[config.mk]
export PLATFORM = sky130hd
export DESIGN_NAME = mem_port_arbiter
export DESIGN_NICKNAME = d
export VERILOG_FILES = /design/src/rtl/mem_arb_pkg.sv /design/src/rtl/arb_watchdog.sv /design/src/rtl/mem_port_arbiter.sv
export SDC_FILE = /design/constraint.sdc
export NUM_CORES = 1
export LEC_CHECK = 0
export CORE_MARGIN = 3
export CORE_UTILIZATION = 44
export CTS_CLUSTER_DIAMETER = 120
export CTS_CLUSTER_SIZE = 30
export DETAILED_ROUTE_END_ITERATION = 7
export PLACE_DENSITY = 0.9
export SYNTH_ARGS = -nofsm -noshare
export SYNTH_HDL_FRONTEND = slang
export SYNTH_SLANG_ARGS = --single-unit
[constraint.sdc]
create_clock -name clk -period 2.8 [get_ports clk]
set_input_delay 0.7 -clock clk [delete_from_list [all_inputs] [get_ports clk]]
set_output_delay 0.7 -clock clk [all_outputs]
set_load 0.05 [all_outputs]
[src/rtl/mem_arb_pkg.sv]
// Shared types and defaults for the fetch / load-store memory port arbiter.
package mem_arb_pkg;

  typedef enum logic [1:0] {
    IDLE    = 2'd0,
    IF_WAIT = 2'd1,
    D_WAIT  = 2'd2
  } arb_state_t;

  typedef enum logic {
    FETCH = 1'b0,
    DATA  = 1'b1
  } grant_t;

  localparam int unsigned DEFAULT_TIMEOUT = 255;

endpackage

[src/rtl/arb_watchdog.sv]
// Counts wait cycles without a memory answer and flags the cycle in which
// the count would reach TIMEOUT.
module arb_watchdog #(
  parameter int unsigned TIMEOUT = 255
) (
  input  logic clk,
  input  logic rst,
  input  logic clear,
  input  logic enable,
  output logic expired
);

  localparam int unsigned W = $clog2(TIMEOUT + 1);
  localparam logic [W-1:0] LAST = W'(TIMEOUT - 1);

  logic [W-1:0] count;

  always_ff @(posedge clk or negedge rst) begin
    if (!rst) begin
      count <= '0;
    end else if (clear) begin
      count <= '0;
    end else if (enable) begin
      count <= count + W'(1);
    end
  end

  // Expiry is seen one cycle early so the abort lands on the TIMEOUT-th edge.
  assign expired = enable && (count == LAST);

endmodule

[src/rtl/mem_port_arbiter.sv]
// Shares one memory port between instruction fetch and load/store, with
// alternating priority, per-requester response routing and a watchdog.
module mem_port_arbiter
  import mem_arb_pkg::*;
#(
  parameter int unsigned ADDR_W  = 32,
  parameter int unsigned DATA_W  = 32,
  parameter int unsigned TIMEOUT = DEFAULT_TIMEOUT
) (
  input  logic                clk,
  input  logic                rst,
  input  logic                if_request,
  input  logic [ADDR_W-1:0]   if_address,
  output logic                if_valid,
  output logic [DATA_W-1:0]   if_rdata,
  input  logic                d_request,
  input  logic                d_we_re,
  input  logic [DATA_W/8-1:0] d_mask,
  input  logic [ADDR_W-1:0]   d_address,
  input  logic [DATA_W-1:0]   d_wdata,
  output logic                d_valid,
  output logic [DATA_W-1:0]   d_rdata,
  output logic                mem_request,
  output logic                mem_we_re,
  output logic [DATA_W/8-1:0] mem_mask,
  output logic [ADDR_W-1:0]   mem_address,
  output logic [DATA_W-1:0]   mem_wdata,
  input  logic                mem_valid,
  input  logic [DATA_W-1:0]   mem_rdata,
  output logic                stall,
  output logic                bus_err
);

  arb_state_t state, state_next;
  grant_t     last_grant;
  logic       grant_if, grant_d, done, abort;
  logic       wd_enable, wd_expired;

  arb_watchdog #(.TIMEOUT(TIMEOUT)) u_watchdog (
    .clk     (clk),
    .rst     (rst),
    .clear   (grant_if | grant_d),
    .enable  (wd_enable),
    .expired (wd_expired)
  );

  always_ff @(posedge clk or negedge rst) begin
    if (!rst) state <= IDLE;
    else      state <= state_next;
  end

  // On contention, grant the requester that did not win last time.
  always_comb begin
    state_next = state;
    grant_if   = 1'b0;
    grant_d    = 1'b0;
    done       = 1'b0;
    abort      = 1'b0;
    wd_enable  = 1'b0;
    case (state)
      IDLE: begin
        if (d_request && (!if_request || last_grant == FETCH)) begin
          grant_d    = 1'b1;
          state_next = D_WAIT;
        end else if (if_request) begin
          grant_if   = 1'b1;
          state_next = IF_WAIT;
        end
      end
      IF_WAIT, D_WAIT: begin
        wd_enable = mem_request && !mem_valid;
        if (mem_request && mem_valid) begin
          done       = 1'b1;
          state_next = IDLE;
        end else if (wd_expired) begin
          abort      = 1'b1;
          state_next = IDLE;
        end
      end
      default: state_next = IDLE;
    endcase
  end

  always_ff @(posedge clk or negedge rst) begin
    if (!rst) begin
      last_grant  <= FETCH;
      mem_request <= 1'b0;
      mem_we_re   <= 1'b0;
      mem_mask    <= '0;
      mem_address <= '0;
      mem_wdata   <= '0;
      if_valid    <= 1'b0;
      if_rdata    <= '0;
      d_valid     <= 1'b0;
      d_rdata     <= '0;
      bus_err     <= 1'b0;
    end else begin
      if_valid <= 1'b0;
      d_valid  <= 1'b0;
      if (grant_d) begin
        last_grant  <= DATA;
        mem_request <= 1'b1;
        mem_we_re   <= d_we_re;
        mem_mask    <= d_mask;
        mem_address <= d_address;
        mem_wdata   <= d_wdata;
      end
      if (grant_if) begin
        last_grant  <= FETCH;
        mem_request <= 1'b1;
        mem_we_re   <= 1'b0;
        mem_mask    <= '1;
        mem_address <= if_address;
      end
      // An aborted transaction still answers its requester, with zero data.
      if (done || abort) begin
        mem_request <= 1'b0;
        if (state == IF_WAIT) begin
          if_valid <= 1'b1;
          if_rdata <= done ? mem_rdata : '0;
        end else begin
          d_valid <= 1'b1;
          d_rdata <= done ? mem_rdata : '0;
        end
      end
      if (abort) bus_err <= 1'b1;
    end
  end

  assign stall = (if_request & ~if_valid) | (d_request & ~d_valid);

endmodule

### After elaboration in Yosys (flattened, before gate mapping)

Index checks and enable logic that the tools add are counted.

* add/sub/neg operators: 1
* equal/unequal tests: 5
* multiplexer cells: 33
* bitwise operators: 8
* reductions and logical operators: 16

Operators with widths (number)
* $mux W32: 3
* $mux W1: 21
* $mux W8: 2
* $add A8 B1 Y8 const B: 1
* $eq A8 B8 Y1 const B: 1
* $mux W2: 4
* $mux W4: 2
* $reduce_and A2 Y1: 3
* $logic_and A1 B1 Y1: 4
* $not A1 Y1: 4
* $pmux W2 S2: 1
* $reduce_bool A2 Y1: 2
* $ne A3 B2 Y1 const B: 1
* $ne A3 B3 Y1 const B: 1
* $reduce_bool A3 Y1: 1
* $and A1 B1 Y1: 2
* $eq A2 B1 Y1 const B: 1
* $eq A2 B2 Y1 const B: 1
* $logic_not A1 Y1: 2
* $logic_not A2 Y1: 1
* $logic_or A1 B1 Y1: 2
* $or A1 B1 Y1: 2
* $reduce_or A2 Y1: 1

* register bits: 148
* word-level logic and storage cells: 76

### Depth between registers and ports, before layout

* depth after elaboration: 9
* gate-level depth with buffers: 8

### Modules after synthesis

A second synthesis with hierarchy kept.

* cells, all modules: 409
* area total of the unflattened synthesis: 5779.3 um^2

Modules (own cells, without submodules)
* mem_port_arbiter: instances 1, cells an instance 368, area an instance 5367.6 um^2, seq. area each 3503.4 um^2
* arb_watchdog: instances 1, cells an instance 41, area an instance 411.6 um^2, seq. area each 200.2 um^2

### Worst setup path after synthesis

No wires, ideal clock.

* kind: in2out
* start point: in if_request
* end point: out stall
* data arrival time: 1.497 ns
* data required time: 2.100 ns
* setup slack: 0.603 ns
* cell stages on the path: 2
* path buffers: 0
* cell sequence: inv_1 -> o22ai_1

* longest elaborated chain between the ends: 2

Ends and longest elaborated chain
* start: declaration: RTL line mem_port_arbiter.sv:12 `input logic if_request,`
* $and A1 B1 Y1: RTL line mem_port_arbiter.sv:130 `assign stall = (if_request & ~if_valid) | (d_request & ~d_valid);`
* $or A1 B1 Y1: RTL line mem_port_arbiter.sv:130
* end: declaration: RTL line mem_port_arbiter.sv:30 `output logic stall,`

No other way between the ends.

### Worst setup path after layout

Same ends and word-level chain as after synthesis.

==> flow_metrics.env <==
export IMPL_status="complete, no violations"
export IMPL_cp_cell_sequence="clkdlybuf4s50_1 -> inv_1 -> o22ai_1 -> buf_12"
export IMPL_ctsHoldBuffers=0
export IMPL_synth_cells=481
export IMPL_insertion_delay_ns=0.41
export IMPL_start_kind="primary input"
export IMPL_antenna_left=0
export IMPL_vdd_drop_max_v=0.000957
export IMPL_synth_nets=623
export IMPL_netSwitchingFraction_pct=47.3
export IMPL_die_area_mm2=0.0144
export IMPL_post_cts_buffers=0
export IMPL_start_util_pct=46.1
export IMPL_critPathSlowestCell="clkdlybuf4s50_1"
export IMPL_worstPathArrival_ns=1.80
export IMPL_clockPowerShare_pct=17.0
export IMPL_finClkSkew_ns=0.00858
export IMPL_power_total_mw=13.3
export IMPL_yosysTopAreaCellShare_pct=64.9
export IMPL_rsz0062_at_grt="no"
export IMPL_crit_fanout=5
export IMPL_finalCritPeriodShare_pct=89.2
export IMPL_synth_area_leaders="dfrtp_1 (65%), a22o_1 (9.7%), nand2_1 (7.2%), a222oi_1 (5.6%), inv_1 (2.6%)"
export IMPL_holdWs_ns=0.285
export IMPL_cp_end_kind="primary output"
export IMPL_cts_resized=0
export IMPL_h_tree_depth=4
export IMPL_synth_cell_types=36
export IMPL_port_buffers=275
export IMPL_rows=40
export IMPL_pwr_share_seq_pct=27.7
export IMPL_clock_path_buffers=2
export IMPL_cts_tree="done"
export IMPL_drtIter0Drc=459
export IMPL_grt_first_pass_wirelength_mm=29.4
export IMPL_synth_top_area_cell="dfrtp_1"
export IMPL_leakage_nw=4.27
export IMPL_final_nets=901
export IMPL_ff2ff_setup_slack_ns=0.64
export IMPL_wl_mm=18.7
export IMPL_grt_usage_pct=26.3
export IMPL_final_setup_tns_ns=0
export IMPL_ys_ff_latch=148
export IMPL_slew_viol_final=0
export IMPL_fin_crit_ns=2.50
export IMPL_drt_pass1_iter_count=6
export IMPL_criticalPathCategory="primary input to primary output"
export IMPL_areaGrowthSynthToFinish_pct=62.5
export IMPL_vias=5095
export IMPL_io_pins=276
export IMPL_grt_max_degree=68
export IMPL_power_density_mw_per_mm2=1440
export IMPL_dominantRegCellSynth="dfrtp_1"
export IMPL_yosys_warnings=0
export IMPL_synth_area_mm2=0.00570
export IMPL_worstHoldPathType="primary input to async pin"
export IMPL_grt_pass1_vias=5376
export IMPL_max_cap_violations=0
export IMPL_grt_overflow=0
export IMPL_synth_seq_area_share_pct=64.9
export IMPL_slew_limit_headroom_pct=44.1
export IMPL_cts_root_buf="clkbuf_16"
export IMPL_path_clk_slew_ns=0.06
export IMPL_avgSynthCellArea_um2=11.9
export IMPL_final_util_pct=75.0
export IMPL_antenna_cells=0
export IMPL_power_internal_mw=7.02
export IMPL_clock_sinks=148
export IMPL_synthArstFlopShare_pct=100
export IMPL_routedWlPerCell_um=19.9
export IMPL_max_slew_worst_pin_slew_ns=0.838
export IMPL_power_frac_comb_pct=55.4
export IMPL_cts_buffers=17
export IMPL_fmax_ghz=0.401
export IMPL_switching_power_mw=6.31
export IMPL_core_area_mm2=0.0124
export IMPL_setup_viol=0
export IMPL_crit_required_ns=2.10
export IMPL_antenna_found_initial=0
export IMPL_die_w_um=120
export IMPL_dieHeight_um=120
export IMPL_finalHoldViolations=0
export IMPL_viasPerCell=5.42
export IMPL_place_hpwl_mm=13.8
export IMPL_drcViolationCount=0
export IMPL_drive_above_1_share_pct=7.51
export IMPL_synth_edf_count=0
export IMPL_gp_congestion=0.850
export IMPL_max_stage_delay_ns=0.57
[worst max-delay path: cells and delay by family]
family / cells / cell delay [ns]
compound gates: 1 / 0.28
buf+inv: 3 / 0.81
[through the flow]
step	cell area, um^2	setup WS [ns]	instances
2_1_floorplan	5700	0.603	481
5_1_grt	9270	0.226	940
6_report	9270	0.303	940
4_1_cts	9270	0.294	940
3_5_place_dp	8670	0.0610	908
3_3_place_gp	8670	0.209	908
[routing by layer]
layer  global-route usage [%]  routed length [um]  vias up
met4                     9.88                 558        0
met3                     10.7                1950       43
met1                     28.7                6630     2526
met2                     46.0                9600      270
met5                        0                   0        -
li1                         -                   -     2256
[sequential cells by signal, indices dropped and copies added (netlist names)]
signal,flops
mem_wdata,32
mem_we_re,1
state,2
mem_mask,4
bus_err,1
if_valid,1
u_watchdog.count,8
mem_address,32
mem_request,1
d_valid,1
last_grant,1
d_rdata,32
if_rdata,32
[cell type report]
type / instances / area, um^2
sequential: 148 / 3700
fill: 804 / 3100
timing repair buffer: 292 / 2900
multi-input combinational: 260 / 1700
clock buffer: 21 / 470
tap: 168 / 210
inverter: 40 / 150
clock inverter: 11 / 126
[path summary, 6_finish.rpt]
path | cells after the start | end | from
min | 1 | if_rdata[9] | rst
max | 4 | stall | if_request
max in group asynchronous | 2 | d_rdata[14] | rst
max reg2reg | 6 | mem_wdata[29] | state[1]
min reg2reg | 1 | bus_err | bus_err
min in group clk | 1 | bus_err | bus_err
[power groups by stage]
| stage | combinational (mW) | sequential, mW | clock (mW) |
|---|---|---|---|
| finish | 7.38 | 3.69 | 2.26 |
| global route | 7.72 | 3.79 | 2.40 |
| CTS | 7.43 | 3.68 | 2.30 |
| detailed placement | 7.41 | 3.68 | 0 |
| global placement | 7.22 | 3.63 | 0 |
| floorplan | 1.59 | 6.77 | 0 |
[cells by family (layout without fill, tap and decap cells)]
group / Yosys count / after routing / synth area share (%)
adders and majority gates: 4 / 4 / 0.878
DFF: 148 / 148 / 64.9
buffers and inverters: 73 / 364 / 5.42
and+or+nand+nor: 138 / 138 / 10.0
muxes: 2 / 2 / 0.373
xor gates and xnor gates: 6 / 6 / 0.921
AOI/OAI and AO/OA: 110 / 110 / 17.4
[Yosys cell counts (2+ instances only)]
cell type	number
buf_1	3
nand2_1	109
a21oi_1	2
inv_1	40
o22a_1	4
nor3_1	2
clkbuf_1	17
a222oi_1	32
buf_2	10
nand3_1	3
ha_1	4
xnor2_1	2
o21ai_0	2
and3_1	3
xor2_1	4
nor2_1	11
nand4_1	3
a22o_1	63
buf_6	3
dfrtp_1	148
[placed cells by master, fill, tap and decap left out, types with 2 or more instances in the layout]
| cell | n |
|---|---|
| and3_1 | 2 |
| nand4_1 | 3 |
| o22a_1 | 4 |
| nand2_1 | 109 |
| bufinv_16 | 2 |
| clkbuf_16 | 17 |
| nor2_1 | 10 |
| a22o_1 | 63 |
| clkinvlp_4 | 4 |
| dfrtp_1 | 148 |
| a222oi_1 | 32 |
| inv_1 | 40 |
| clkdlybuf4s50_1 | 273 |
| ha_1 | 4 |
| nor3_1 | 2 |
| nand3_1 | 3 |
| clkbuf_8 | 3 |
| clkinv_4 | 2 |
| buf_12 | 2 |
| xnor2_1 | 2 |
| o21ai_0 | 2 |
| xor2_1 | 4 |
| clkinv_2 | 2 |
| buf_4 | 16 |
(Power assumes the default switching activity.)
